===== src/rtl/writeback_regfile.sv =====
// Architectural register file written by the Writeback stage and read by Decode,
// with same-cycle write-through bypass, an a0 (x10) tap and a committed-write counter.
module writeback_regfile #(
    parameter int WIDTH  = 32,
    parameter int ADDR_W = 5,
    parameter int CNT_W  = 32
) (
    input  logic              clk,
    input  logic              rst,
    input  logic              RegWriteW,
    input  logic [ADDR_W-1:0] RdW,
    input  logic [WIDTH-1:0]  ResultW,
    input  logic [ADDR_W-1:0] A1,
    input  logic [ADDR_W-1:0] A2,
    output logic [WIDTH-1:0]  RD1,
    output logic [WIDTH-1:0]  RD2,
    output logic [WIDTH-1:0]  a0,
    output logic [CNT_W-1:0]  wb_count
);

    localparam int NREG = 1 << ADDR_W;

    // Entry 0 is cleared by reset and never written, so x0 stays hard-wired to 0.
    logic [WIDTH-1:0] regs [NREG];
    logic             commit;

    assign commit = RegWriteW && (RdW != '0);

    always_ff @(posedge clk or posedge rst) begin
        if (rst) begin
            for (int i = 0; i < NREG; i++) begin
                regs[i] <= '0;
            end
            wb_count <= '0;
        end else if (commit) begin
            regs[RdW] <= ResultW;
            wb_count  <= wb_count + CNT_W'(1);
        end
    end

    // Bypass is suppressed during reset so reads stay 0 even with a write presented.
    always_comb begin
        RD1 = '0;
        if (!rst && (A1 != '0)) begin
            if (RegWriteW && (RdW == A1)) begin
                RD1 = ResultW;
            end else begin
                RD1 = regs[A1];
            end
        end
    end

    always_comb begin
        RD2 = '0;
        if (!rst && (A2 != '0)) begin
            if (RegWriteW && (RdW == A2)) begin
                RD2 = ResultW;
            end else begin
                RD2 = regs[A2];
            end
        end
    end

    assign a0 = regs[10];

endmodule


===== config.mk =====
export PLATFORM = sky130hd
export DESIGN_NAME = writeback_regfile
export DESIGN_NICKNAME = d
export VERILOG_FILES = /design/src/rtl/writeback_regfile.sv
export SDC_FILE = /design/constraint.sdc
export NUM_CORES = 2
export LEC_CHECK = 0
export BUFFER_PORTS_ARGS = -buffer_cell sky130_fd_sc_hd__buf_2
export CAP_MARGIN = 10
export CORE_AREA = 5 5 376 378
export CTS_BUF_LIST = sky130_fd_sc_hd__clkbuf_4 sky130_fd_sc_hd__clkbuf_8
export DETAILED_ROUTE_END_ITERATION = 10
export DIE_AREA = 0 0 381 383
export PLACE_DENSITY = 0.64
export SLEW_MARGIN = 20
export SYNTH_ARGS = -nofsm -noshare
export SYNTH_HDL_FRONTEND = slang
export SYNTH_SLANG_ARGS = --single-unit

===== constraint.sdc =====
create_clock -name clk -period 81.3 [get_ports clk]
set_input_delay 0 -clock clk [delete_from_list [all_inputs] [get_ports clk]]
set_output_delay 0 -clock clk [all_outputs]
set_load 0.02 [all_outputs]

# == After elaboration in Yosys (flattened, before gate mapping) ==
# Cells that the tools add are included.
# totals
mem_bits_ro,0
ram_bits,0
ff_bits,1056
latchBits,0
mem_count,0
# op_classes
addsub,1
eq_ne,2
reduce_logical,10
div,0
bitwise_logic,3
mux,13
multipliers,0
shifts,0
order_cmp,4
# ops
cell,n
bitwise mux 1024 bit,1
binary-select mux 32 bit (select 5 bit),2
two-way mux 32 bit,9
demux 32 bit (select 5 bit),1
adder 32 x 1 -> 32 bit (second input constant),1
>= comparator 6 bit (second input constant),3
NOT 5 -> 6 bit,3
nonzero test 5 bit,3
== test 5 bit,2
logical AND 1 bit,6
< comparator 6 x 1 -> 1 bit (second input constant),1
logical NOT 1 bit,1

# == Depth between registers and ports, before layout ==
# logic_depth
depth_word,6
mapped_depth,9
depth_no_buf,6

# == Worst setup path before layout ==
# Ideal clock, no wire load.
# synth_path
kind,input-to-output
from,input rst
to,output RD2[11]
path_slack_ps,53870
n_path_buf,0
required_ps,81300
arrival_ps,27430
path_stages,3
path_cell_list,inv_1 > o41ai_4 > a211oi_1
# synth_via
elab_chain_cells,3
# synth_lines
element,line,text
"start, declared",9,"input logic rst,"
logical NOT 1 bit,55,if (!rst && (A2 != '0)) begin
logical AND 1 bit,55,
two-way mux 32 bit,55,
"end, declared",16,"output logic [WIDTH-1:0] RD2,"
# Every way passes these cells.

# == Worst setup path after layout ==
# layout_path
from,input rst
to,output RD2[16]
# Same word-level chain as after synthesis.

==> metrics.yaml <==
cts:
  root_buffer: "clkbuf_8"
  cts_tree: "built"
  path_clk_slew_ps: 60
  post_cts_buffers: 0
  post_cts_resized: 0
  clkLatencyLatePin_ps: 900
  cts_buffer_depth: 3
  cts_buffers: 185
  postCtsHoldBufs: 44
  cts_sinks: 1056
  cts.htree.levels: 4
synthesis:
  synth_top_area_share_pct: 46.15
  async_reset_ff_share_pct: 100.0
  synthDistinctLibCells: 63
  synthCells: 3980
  netlist_top_cells_count: "dfrtp_1, mux2_2, mux4_2"
  synth-edff-count: 0
  synthesis.nets: 4031
  syn_area_mm2: 0.05726
  yosysWarnings: 0
  synth-seq-cells: 1056
  synth.most_common_cell: "dfrtp_1"
  syn_avg_cell_area_um2: 14.39
  seq_area_frac_synth_pct: 46.15
  ys.flop_type: "dfrtp_1"
  synth_area_leaders: "dfrtp_1, mux2_2, mux4_2"
  post-synth-top-area-cell: "dfrtp_1"
timing:
  timing.hold.ws_ps: 248.1
  tightest_slew_ps: 1274
  grt_setup_unrepaired: "false"
  setup_ws_ps: 76670
  fmax_ghz: 0.2162
  period_share_pct: 5.690
  relSlewSlack_pct: 14.79
  fin_worst_skew_ps: 10.67
  fin_crit_ps: 4626
  final_hold_viol_count: 0
  totalNegativeSetupSlack_ps: 0
  setup_viol: 0
  slew_viol_final: 0
worst_setup_path:
  arrival_ps: 4630
  rrSetupSlack_ps: 79390
  crit_fanout: 120
  max_stage_delay_ps: 640
  cpMaxStageDelayCell: "buf_4"
  worst_setup_path_end_kind: "primary output"
  cp.required_ps: 81300
  path_cells: "dlygate4sd3_1 > buf_2 > dlygate4sd3_1 > inv_8 > buf_4 > o41ai_4 > buf_4 > nor2_4 > buf_4 > a221o_1 > buf_2"
  r2r_end: "wb_count[16]"
  reg2reg_from: "wb_count[0]"
  crit_type: "input pin to primary output"
  setup.worst_path.start_class: "input pin"
  rr_worst_depth: 6
  crit_end: "RD2[16]"
  cp_common_cell: "buf_4"
  startpoint: "rst"
detailed_routing:
  vias_per_cell: 6.511
  firstDrtPassIters: 5
  drt_iter0_drc: 4162
  wl_per_cell_um: 32.15
  drc: 0
  num_vias: 38704
  ant_nets: 0
  wirelength_um: 191100
power_and_ir_drop:
  p_per_area_mw_per_mm2: 24.79
  leakage_nw: 28.05
  ir_worst_vdd_v: 0.00001787
floorplanning:
  chipHeight_um: 383
  io_pins: 178
  die_w_um: 381
  die_area_mm2: 0.1459
  initial_core_util_pct: 41.75
  core_mm2: 0.1372
  row_count: 136
layout:
  areaGrowthSynthToFinish_pct: 10.77
  fillers: 12050
  finalInstanceArea_mm2: 0.06343
  drive_above_1_share_pct: 47.71
  fin_nets: 4048
grt:
  grt_first_pass_wirelength_um: 278600
  first_global_vias: 39445
  grt-ovfl-total: 0
  grt_use_total_pct: 25.82
  antenna_found_initial: 5
  grt_max_degree: 168
flow_run:
  cap_violations: 0
placement:
  dp_hpwl_um: 109000
  place_congestion: 0.8443
  post-place-ws_ps: 77140
  io_buffers: 177
  placed_area_mm2: 0.05883
outcome:
  status: "finished, final reports clean"
hold_path:
  hold_path.class: "input pin to flip-flop"
[how the worst min path moves through the flow]
| stage | startpoint | to | slack (ps) | cells after the start |
|---|---|---|---|---|
| floorplan | ResultW[29] | regs[349] | 150 | 1 |
| global placement | rst | wb_count[0] | 310 | 2 |
| detailed placement | rst | wb_count[0] | 320 | 2 |
| CTS | RegWriteW | wb_count[0] | 140 | 5 |
| global route | RegWriteW | wb_count[0] | 220 | 5 |
| finish | RegWriteW | wb_count[0] | 250 | 5 |
[logic make-up after synthesis]
group	Yosys count	share of synthesized area (%)
mux	1636	39.85
flops	1056	46.15
fa+ha+maj	1	0.02185
xor+xnor	41	0.6272
compound gates	533	6.977
buf+inv	484	4.475
simple gates	229	1.901
[worst max-delay path, delay by kind of cell]
family / cells / cell delay, ps
AND/OR/NAND/NOR: 1 / 530
buffers and inverters: 8 / 3380
AO/OA/AOI/OAI: 2 / 490
[per-stage QoR]
| stage | power [W] | utilization (%) | cells |
|---|---|---|---|
| final | 0.001573 | 46.25 | 5944 |
| after global routing | 0.001637 | 46.24 | 5941 |
| after CTS | 0.001577 | 46.24 | 5940 |
| after detailed placement | 0.001032 | 42.89 | 5560 |
| after global placement | 0.001022 | 42.89 | 5560 |
| after floorplan | 0.0009417 | - | 3980 |
[power by group]
group	switching (W)	total [W]	internal, W
clock	0.000236	0.000541	0.000305
sequential	0.0000763	0.000702	0.000625
combinational	0.000149	0.000330	0.000181
[sequential cells by signal, summed over array words and instances (netlist names)]
signal    cells
regs        992
wb_count     32
a0           32
[routing by layer]
layer,up-vias,wire length (um),track usage (%)
met1,20739,79820,35.98
li1,15463,-,-
met2,2094,84170,38.26
met5,-,133,0
met4,4,6542,8.606
met3,404,20450,8.455
[area by class of cell]
cell class	count	area, um2	area share, %
Multi-Input combinational cell	2440	28500	44.93
Sequential cell	1056	26430	41.66
Clock buffer	294	3727	5.877
Tap cell	1794	2245	3.539
Timing Repair Buffer	305	2058	3.245
Clock inverter	42	421.7	0.6648
Inverter	9	41.29	0.06510
Antenna cell	4	10.01	0.01578
[placed cells by master, fill, tap and decap left out, types with 5 or more instances in the layout]
cell type / Yosys / final
dfrtp_1: 1056 / 1056
mux2_2: 838 / 838
mux4_2: 388 / 388
mux2i_1: 252 / 252
clkbuf_8: 0 / 243
buf_2: 140 / 170
a221oi_1: 125 / 125
a22oi_1: 120 / 120
mux2_4: 90 / 90
buf_4: 60 / 82
mux2_1: 68 / 68
nor2_1: 80 / 64
o21ai_0: 53 / 53
clkbuf_4: 0 / 51
nand2_1: 64 / 49
a221o_1: 49 / 49
a21oi_1: 48 / 48
dlygate4sd3_1: 0 / 44
o21ai_1: 42 / 41
xnor2_1: 28 / 28
o21bai_1: 26 / 26
clkinv_2: 0 / 23
nand3_1: 18 / 18
nor2_4: 0 / 18
nand2_2: 1 / 16
a211oi_1: 14 / 14
nand4_1: 13 / 13
o22a_1: 13 / 13
o221ai_1: 13 / 13
o22ai_1: 13 / 13
xor2_1: 13 / 13
clkinv_8: 0 / 8
and3_1: 7 / 7
nor2b_4: 0 / 5
(Power assumes the default switching activity.)
